[src/rtl/matmul_pkg.sv]
// -----------------------------------------------------------------------------
// matmul_pkg
// Shared constants and types for the 3x3 matrix-multiply stream controller.
//   MAT_N / MAT_ELEMS : matrix dimension and element count
//   OP_W / RES_W      : operand and product element widths
//   IN_BYTES          : operand bytes per job (A then B)
//   OUT_BYTES         : result bytes per job (3 bytes per C element)
//   state_t           : controller FSM states
// -----------------------------------------------------------------------------
package matmul_pkg;

  localparam int MAT_N     = 3;
  localparam int MAT_ELEMS = 9;
  localparam int OP_W      = 8;
  localparam int RES_W     = 18;
  localparam int IN_BYTES  = 18;
  localparam int OUT_BYTES = 27;

  // Index widths: element index must also reach MAT_ELEMS (checksum slot).
  localparam int ELEM_W    = 4;
  localparam int IN_CNT_W  = 5;

  typedef logic [ELEM_W-1:0]   elem_idx_t;
  typedef logic [IN_CNT_W-1:0] in_cnt_t;

  typedef enum logic [1:0] {
    LOAD    = 2'd0,
    COMPUTE = 2'd1,
    CAPTURE = 2'd2,
    SEND    = 2'd3
  } state_t;

endpackage

[src/rtl/mat_stream_ctrl_if.sv]
// -----------------------------------------------------------------------------
// mat_stream_ctrl_if
// Byte-stream handshakes of the matrix controller.
//   in_valid/in_data/in_ready    : operand byte stream into the controller
//   out_valid/out_data/out_ready : result byte stream out of the controller
// Modports: slave = controller view, master = producer/consumer view.
// -----------------------------------------------------------------------------
interface mat_stream_ctrl_if;
  import matmul_pkg::*;

  logic            in_valid;
  logic [OP_W-1:0] in_data;
  logic            in_ready;
  logic            out_valid;
  logic [OP_W-1:0] out_data;
  logic            out_ready;

  modport slave (
    input  in_valid, in_data, out_ready,
    output in_ready, out_valid, out_data
  );

  modport master (
    output in_valid, in_data, out_ready,
    input  in_ready, out_valid, out_data
  );

endinterface

[src/rtl/mat_result_ser.sv]
// -----------------------------------------------------------------------------
// mat_result_ser
// Captures the nine 18-bit products and serializes them little-endian,
// three bytes per element, C[0] first. Optional trailing XOR checksum byte
// when MAT_STREAM_CHECKSUM_EN is defined.
// Ports:
//   clk, reset   : clock, async active-high reset
//   capture      : load mm_C into the result registers, clear byte index
//   send_active  : controller is in SEND; drives out_valid
//   mm_C         : product matrix, row-major
//   out_ready    : downstream accepts the current byte
//   out_valid    : result byte valid
//   out_data     : result byte (0 when not sending)
//   last_hs      : final byte of the job is being accepted this cycle
// -----------------------------------------------------------------------------
module mat_result_ser
  import matmul_pkg::*;
(
  input  logic             clk,
  input  logic             reset,
  input  logic             capture,
  input  logic             send_active,
  input  logic [RES_W-1:0] mm_C [MAT_ELEMS],
  input  logic             out_ready,
  output logic             out_valid,
  output logic [OP_W-1:0]  out_data,
  output logic             last_hs
);

  logic [RES_W-1:0] res_q [MAT_ELEMS];
  elem_idx_t        elem_q;
  logic [1:0]       sub_q;
  logic [RES_W-1:0] cur;
  logic             hs;
  logic             last_byte;
`ifdef MAT_STREAM_CHECKSUM_EN
  logic [OP_W-1:0]  chk_q;
`endif

  assign out_valid = send_active;
  assign hs        = send_active & out_ready;

`ifdef MAT_STREAM_CHECKSUM_EN
  assign last_byte = (elem_q == ELEM_W'(MAT_ELEMS));
`else
  assign last_byte = (elem_q == ELEM_W'(MAT_ELEMS - 1)) && (sub_q == 2'd2);
`endif
  assign last_hs = hs & last_byte;

  // NOTE: every always_comb output gets a default first so no path can infer a latch.
  always_comb begin
    cur      = '0;
    out_data = '0;
    if (elem_q < ELEM_W'(MAT_ELEMS)) cur = res_q[elem_q];
    if (send_active) begin
      case (sub_q)
        2'd0:    out_data = cur[OP_W-1:0];
        2'd1:    out_data = cur[2*OP_W-1:OP_W];
        default: out_data = {{(3*OP_W-RES_W){1'b0}}, cur[RES_W-1:2*OP_W]};
      endcase
`ifdef MAT_STREAM_CHECKSUM_EN
      if (elem_q == ELEM_W'(MAT_ELEMS)) out_data = chk_q;
`endif
    end
  end

  // NOTE: the result registers are reset because out_data must read 0 and no stale
  // product may leak after an abort; plain storage arrays elsewhere need not be.
  always_ff @(posedge clk or posedge reset) begin
    if (reset) begin
      for (int i = 0; i < MAT_ELEMS; i++) res_q[i] <= '0;
      elem_q <= '0;
      sub_q  <= '0;
`ifdef MAT_STREAM_CHECKSUM_EN
      chk_q  <= '0;
`endif
    end else if (capture) begin
      for (int i = 0; i < MAT_ELEMS; i++) res_q[i] <= mm_C[i];
      elem_q <= '0;
      sub_q  <= '0;
`ifdef MAT_STREAM_CHECKSUM_EN
      chk_q  <= '0;
`endif
    end else if (hs) begin
      if (sub_q == 2'd2) begin
        sub_q  <= '0;
        elem_q <= elem_q + ELEM_W'(1);
      end else begin
        sub_q  <= sub_q + 2'd1;
      end
`ifdef MAT_STREAM_CHECKSUM_EN
      chk_q <= chk_q ^ out_data;
`endif
    end
  end

endmodule

[src/rtl/mat_stream_ctrl.sv]
// -----------------------------------------------------------------------------
// mat_stream_ctrl
// Loads two 3x3 byte matrices from a byte stream, runs an external
// matrix_mult block, captures its 18-bit products and streams them back.
// Optional feature macro: MAT_STREAM_CHECKSUM_EN (adds XOR checksum byte).
// Ports:
//   clk, reset : clock, async active-high reset
//   s          : operand/result byte streams (slave modport)
//   mm_A, mm_B : row-major operand matrices to matrix_mult
//   mm_enable  : start/hold request to matrix_mult
//   mm_C       : row-major product from matrix_mult
//   mm_done    : product valid
//   busy       : high in every state except LOAD
//   err        : sticky timeout flag, cleared only by reset
// -----------------------------------------------------------------------------
module mat_stream_ctrl
  import matmul_pkg::*;
#(
  parameter int TIMEOUT_CYCLES = 32
) (
  input  logic             clk,
  input  logic             reset,
  mat_stream_ctrl_if.slave s,
  output logic [OP_W-1:0]  mm_A [MAT_ELEMS],
  output logic [OP_W-1:0]  mm_B [MAT_ELEMS],
  output logic             mm_enable,
  input  logic [RES_W-1:0] mm_C [MAT_ELEMS],
  input  logic             mm_done,
  output logic             busy,
  output logic             err
);

  localparam int CYC_W = $clog2(TIMEOUT_CYCLES + 1);

  state_t           state, state_next;
  in_cnt_t          byte_cnt_q;
  logic [CYC_W-1:0] cyc_cnt_q;
  logic             load_hs;
  logic             timeout;
  logic             capture;
  logic             send_active;
  logic             ser_last_hs;
  logic             in_ready;

  assign s.in_ready = in_ready;

  // NOTE: sequential state uses non-blocking assignment so every register samples
  // pre-edge values; blocking assignment belongs only in combinational blocks.
  always_ff @(posedge clk or posedge reset) begin
    if (reset) state <= LOAD;
    else       state <= state_next;
  end

  always_comb begin
    state_next  = state;
    in_ready    = 1'b0;
    busy        = 1'b1;
    mm_enable   = 1'b0;
    load_hs     = 1'b0;
    timeout     = 1'b0;
    capture     = 1'b0;
    send_active = 1'b0;
    case (state)
      LOAD: begin
        in_ready = 1'b1;
        busy     = 1'b0;
        load_hs  = s.in_valid;
        if (s.in_valid && byte_cnt_q == in_cnt_t'(IN_BYTES - 1)) state_next = COMPUTE;
      end
      COMPUTE: begin
        mm_enable = 1'b1;
        // mm_done wins over a timeout landing in the same cycle.
        if (mm_done) begin
          state_next = CAPTURE;
        end else if (cyc_cnt_q == CYC_W'(TIMEOUT_CYCLES - 1)) begin
          timeout    = 1'b1;
          state_next = LOAD;
        end
      end
      CAPTURE: begin
        capture    = 1'b1;
        state_next = SEND;
      end
      SEND: begin
        send_active = 1'b1;
        if (ser_last_hs) state_next = LOAD;
      end
      default: state_next = LOAD;
    endcase
  end

  // Operand loader, COMPUTE cycle counter and sticky error.
  always_ff @(posedge clk or posedge reset) begin
    if (reset) begin
      for (int i = 0; i < MAT_ELEMS; i++) begin
        mm_A[i] <= '0;
        mm_B[i] <= '0;
      end
      byte_cnt_q <= '0;
      cyc_cnt_q  <= '0;
      err        <= 1'b0;
    end else begin
      if (load_hs) begin
        if (byte_cnt_q < in_cnt_t'(MAT_ELEMS))
          mm_A[byte_cnt_q[ELEM_W-1:0]] <= s.in_data;
        else
          mm_B[ELEM_W'(byte_cnt_q - in_cnt_t'(MAT_ELEMS))] <= s.in_data;
        byte_cnt_q <= (byte_cnt_q == in_cnt_t'(IN_BYTES - 1)) ? '0 : byte_cnt_q + in_cnt_t'(1);
      end
      cyc_cnt_q <= (state == COMPUTE) ? cyc_cnt_q + CYC_W'(1) : '0;
      if (timeout) err <= 1'b1;
    end
  end

  mat_result_ser u_ser (
    .clk         (clk),
    .reset       (reset),
    .capture     (capture),
    .send_active (send_active),
    .mm_C        (mm_C),
    .out_ready   (s.out_ready),
    .out_valid   (s.out_valid),
    .out_data    (s.out_data),
    .last_hs     (ser_last_hs)
  );

endmodule
[src/flat_wrapper.sv]
// flat-port wrapper written by rule: the top's interface ports become plain ports
module mat_stream_ctrl_flat import matmul_pkg::*;
#(
  parameter int TIMEOUT_CYCLES = 32
)
  (clk, reset, mm_A, mm_B, mm_enable, mm_C, mm_done, busy, err, s_in_valid, s_in_data, s_out_ready, s_in_ready, s_out_valid, s_out_data);
  mat_stream_ctrl_if s_i ();
  input  logic clk;
  input  logic reset;
  output logic [OP_W-1:0] mm_A[MAT_ELEMS];
  output logic [OP_W-1:0] mm_B[MAT_ELEMS];
  output logic mm_enable;
  input  logic [RES_W-1:0] mm_C[MAT_ELEMS];
  input  logic mm_done;
  output logic busy;
  output logic err;
  input wire logic [$bits(s_i.in_valid)-1:0] s_in_valid;
  input wire logic [$bits(s_i.in_data)-1:0] s_in_data;
  input wire logic [$bits(s_i.out_ready)-1:0] s_out_ready;
  output wire logic [$bits(s_i.in_ready)-1:0] s_in_ready;
  output wire logic [$bits(s_i.out_valid)-1:0] s_out_valid;
  output wire logic [$bits(s_i.out_data)-1:0] s_out_data;
  assign s_i.in_valid = s_in_valid;
  assign s_i.in_data = s_in_data;
  assign s_i.out_ready = s_out_ready;
  assign s_in_ready = s_i.in_ready;
  assign s_out_valid = s_i.out_valid;
  assign s_out_data = s_i.out_data;
  mat_stream_ctrl #(.TIMEOUT_CYCLES(TIMEOUT_CYCLES)) u_core (.clk(clk), .reset(reset), .s(s_i), .mm_A(mm_A), .mm_B(mm_B), .mm_enable(mm_enable), .mm_C(mm_C), .mm_done(mm_done), .busy(busy), .err(err));
endmodule
[config.mk]
export PLATFORM = sky130hd
export DESIGN_NAME = mat_stream_ctrl_flat
export DESIGN_NICKNAME = d
export VERILOG_FILES = /design/src/rtl/matmul_pkg.sv /design/src/rtl/mat_stream_ctrl_if.sv /design/src/rtl/mat_result_ser.sv /design/src/rtl/mat_stream_ctrl.sv /design/src/flat_wrapper.sv
export SDC_FILE = /design/constraint.sdc
export NUM_CORES = 1
export LEC_CHECK = 0
export BUFFER_PORTS_ARGS = -buffer_cell sky130_fd_sc_hd__buf_2
export CAP_MARGIN = 10
export CORE_MARGIN = 4
export CORE_UTILIZATION = 45
export DETAILED_ROUTE_END_ITERATION = 10
export GPL_ROUTABILITY_DRIVEN = 0
export PLACE_DENSITY = 0.8
export SYNTH_ARGS = -nofsm -noshare
export SYNTH_HDL_FRONTEND = slang
export SYNTH_SLANG_ARGS = --single-unit
[constraint.sdc]
create_clock -name clk -period 11.6 [get_ports clk]
set_clock_uncertainty 0.2 [all_clocks]
set_input_delay 1.16 -clock clk [delete_from_list [all_inputs] [get_ports clk]]
set_output_delay 1.16 -clock clk [all_outputs]
set_load 0.01 [all_outputs]
==> results by group <==
Worst setup path
  • Arrival time of the worst setup path: 3.01 ns
  • Slowest-stage cell, CP: nor4b_2
  • CP max stage delay: 0.88 ns
  • FF-to-FF setup slack: 8.87 ns
  • R2r worst-path depth: 4
  • Delay-heaviest family, CP: simple AND/OR/NAND/NOR gates
  • CP bufs+invs: 2
  • Critical Path Stages: 6
  • CP Max Fanout: 42
  • Critical path type: flip-flop to primary output
  • Worst setup SP type: flip-flop
  • RR Endpoint: u_core.u_ser.res_q[44]
  • Worst Path Required: 10.24 ns
  • Crit path cell chain: buf_4, nor4b_2, nand2_1, o31a_1, o221ai_1, buf_2
  • Crit. End Element: primary output

Floorplan
  • Die area: 34200 um2
  • Die X: 185 um
  • Core area: 30700 um2
  • Starting Density: 45.8%
  • Die extent in y: 185 um
  • Row count: 64
  • I/O pin total: 332

Detailed routing
  • Vias after detailed routing: 9228
  • Post-DRT Antenna Nets: 0
  • DRT iter0 DRCs: 466
  • DRC Markers: 0
  • Routed length per instance: 21.5 um
  • WL final: 36.1 mm
  • DR pass1 iterations: 4
  • Routed vias/inst: 5.49

Pwr
  • Total power: 4.73 mW
  • VDD IR-drop max: 0.170 mV
  • Leakage: 8.25 nW
  • Power per Cell Area: 274 nW/um2

Timing
  • WHS: 0.272 ns
  • Final period utilization: 37.6%
  • Worst-Margin Slew: 1.08 ns
  • Final total negative setup slack: 0 ns
  • Final setup violation count: 0
  • Fin crit period: 4.37 ns
  • RSZ-0062 raised after global routing: no
  • F_max: 229 MHz
  • Slew Limit Fails: 0
  • Fin. Hold Viols: 0
  • Relative slew slack: 28.3%
  • Post-route setup slack: 7.23 ns

Placement
  • Placement Setup Slack: 7.76 ns
  • DP Cell Count: 1616
  • Post-Place Cell Area: 16100 um2
  • Final HPWL DP: 26.4 mm
  • Port Buf Inserts: 331

Synth
  • Synthesized flop and latch total: 326
  • Syn nets: 1120
  • Post-synth ARST share: 100%
  • Cells after Synth: 936
  • Post-synth EDFFs: 0
  • Count leader, synth: dfrtp_1
  • Yosys cell types: 54
  • Area contributors post-synth: dfrtp_1 58%, mux2_2 25%, mux4_2 4.3%
  • Ys Warns: 0
  • Post-synth top cells: 326 x dfrtp_1, 315 x mux2_2, 27 x mux4_2
  • Largest area contributor in the netlist: dfrtp_1
  • Share of the synthesized area in the top cell type: 58.0%
  • Synth Area per Inst: 15.0 um2
  • Top FF cell, synth: dfrtp_1
  • Sequential area share after synthesis: 58.0%
  • Post-Syn Area: 14100 um2

Final layout
  • FF/Latch Area: 8160 um2
  • Fraction of layout cells with a size suffix above 1: 59.3%
  • Area taken by multi-input logic gates: 5610 um2
  • Filler cells: 2489
  • Finished Layout Cells: 1681
  • Design Area, Final: 17200 um2
  • Final core utilization: 56.0%
  • Nets: 1442
  • Layout area overhead: 22.4%

GRT
  • Initial antenna violation count: 8
  • Total gr overflow: 0
  • First-pass GRT wire length: 55.3 mm
  • Tot GR Track Use: 20.8%
  • Pin count of the biggest net entering global routing: 195
  • Vias in the first global route: 9615

Clock network
  • CTS Buffer Depth: 3
  • Clk slew on worst S/H paths: 0.06 ns
  • Clock insertion delay at the later pin of the skew report: 0.50 ns
  • H-tree depth: 2
  • # Post-CTS Setup Buffers: 0
  • Post_cts resized: 0
  • CTS buffer count: 36
  • Sink Count: 326
  • # hold bufs at CTS: 0
  • CTS tree: done
  • Clk Tree Root Cell: clkbuf_16

Min path
  • Worst hold path class: flip-flop to flip-flop
  • Hold EP: u_core.cyc_cnt_q[0]
  • Hold path depth: 1
  • Hold path start: u_core.cyc_cnt_q[0]

Outcome
  • Status: finished, final reports clean

Run
  • Max-cap violation count: 0
cell families (layout without fill, tap and decap cells):
family	after synthesis	in the layout	synth area share, %
xor+xnor	8	8	0.498
other cells	0	3	0
fa+ha+maj	9	9	0.800
simple gates	90	90	3.58
buf+inv	69	415	2.25
mux	364	364	31.1
compound gates	70	70	3.80
flops	326	326	58.0
report_power, final:
group | internal [mW] | total [mW] | switching [mW]
logic | 0.897 | 1.61 | 0.716
clock network | 0.681 | 1.13 | 0.450
registers | 1.64 | 1.98 | 0.341
metal layers:
layer | part of all wire, % | vias up | GRT usage [%] | wire length (um)
met5 | 0.078 | - | 0 | 28
met3 | 7.7 | 78 | 5.01 | 2790
met4 | 3.3 | 6 | 6.93 | 1180
met1 | 40 | 4711 | 26.5 | 14400
met2 | 49 | 366 | 35.2 | 17700
li1 | - | 4067 | - | -
layout by cell type, fill, tap and decap left out, drive strengths merged, types with 3 or more instances in the layout:
cell | synthesis | routed
buf | 36 | 337
dfrtp | 326 | 326
mux2 | 317 | 317
clkbuf | 17 | 51
mux4 | 27 | 27
nand2 | 24 | 24
nor2 | 20 | 20
mux2i | 20 | 20
inv | 16 | 18
a21oi | 15 | 15
o21ai | 9 | 9
o22ai | 9 | 9
ha | 9 | 9
o31a | 8 | 8
xnor2 | 8 | 8
and3 | 6 | 6
nor3 | 6 | 6
clkinv | 0 | 6
o211ai | 5 | 5
nand2b | 5 | 5
and2 | 5 | 5
o221ai | 5 | 5
o21bai | 4 | 4
nand3 | 4 | 4
nor4 | 4 | 4
diode | 0 | 3
o211a | 3 | 3
bufinv | 0 | 3
nor2b | 3 | 3
worst max path at each step:
stage	start	end	slack [ns]
3_5_place_dp	u_core.u_ser.elem_q[0]	s_out_data[5]	7.76
2_1_floorplan	reset	async pin	1.21
6_report	u_core.u_ser.elem_q[0]	s_out_data[4]	7.23
5_1_grt	u_core.u_ser.elem_q[0]	s_out_data[4]	6.98
4_1_cts	u_core.u_ser.elem_q[0]	s_out_data[4]	7.20
3_3_place_gp	u_core.u_ser.elem_q[0]	s_out_data[4]	7.83
sequential cells by signal, summed over array words and instances, names as in the netlist, named ones only:
name and flops:
u_core.byte_cnt_q 5, u_core.cyc_cnt_q 6, u_core.err 1, u_core.mm_A 72
u_core.mm_B 72, u_core.state 1, u_core.u_ser.elem_q 4, u_core.u_ser.res_q 162
u_core.u_ser.sub_q 2
final cells by class:
class / count / share of cell area [%]
diodes: 3 / 0.0436
multi-input cells: 541 / 32.6
well taps: 396 / 2.88
inverters: 16 / 0.392
flip-flops and latches: 326 / 47.4
repair buffers: 337 / 9.95
clock buffers: 51 / 5.90
clock inverters: 11 / 0.908
No activity file was read; power rests on OpenSTA's default activity.
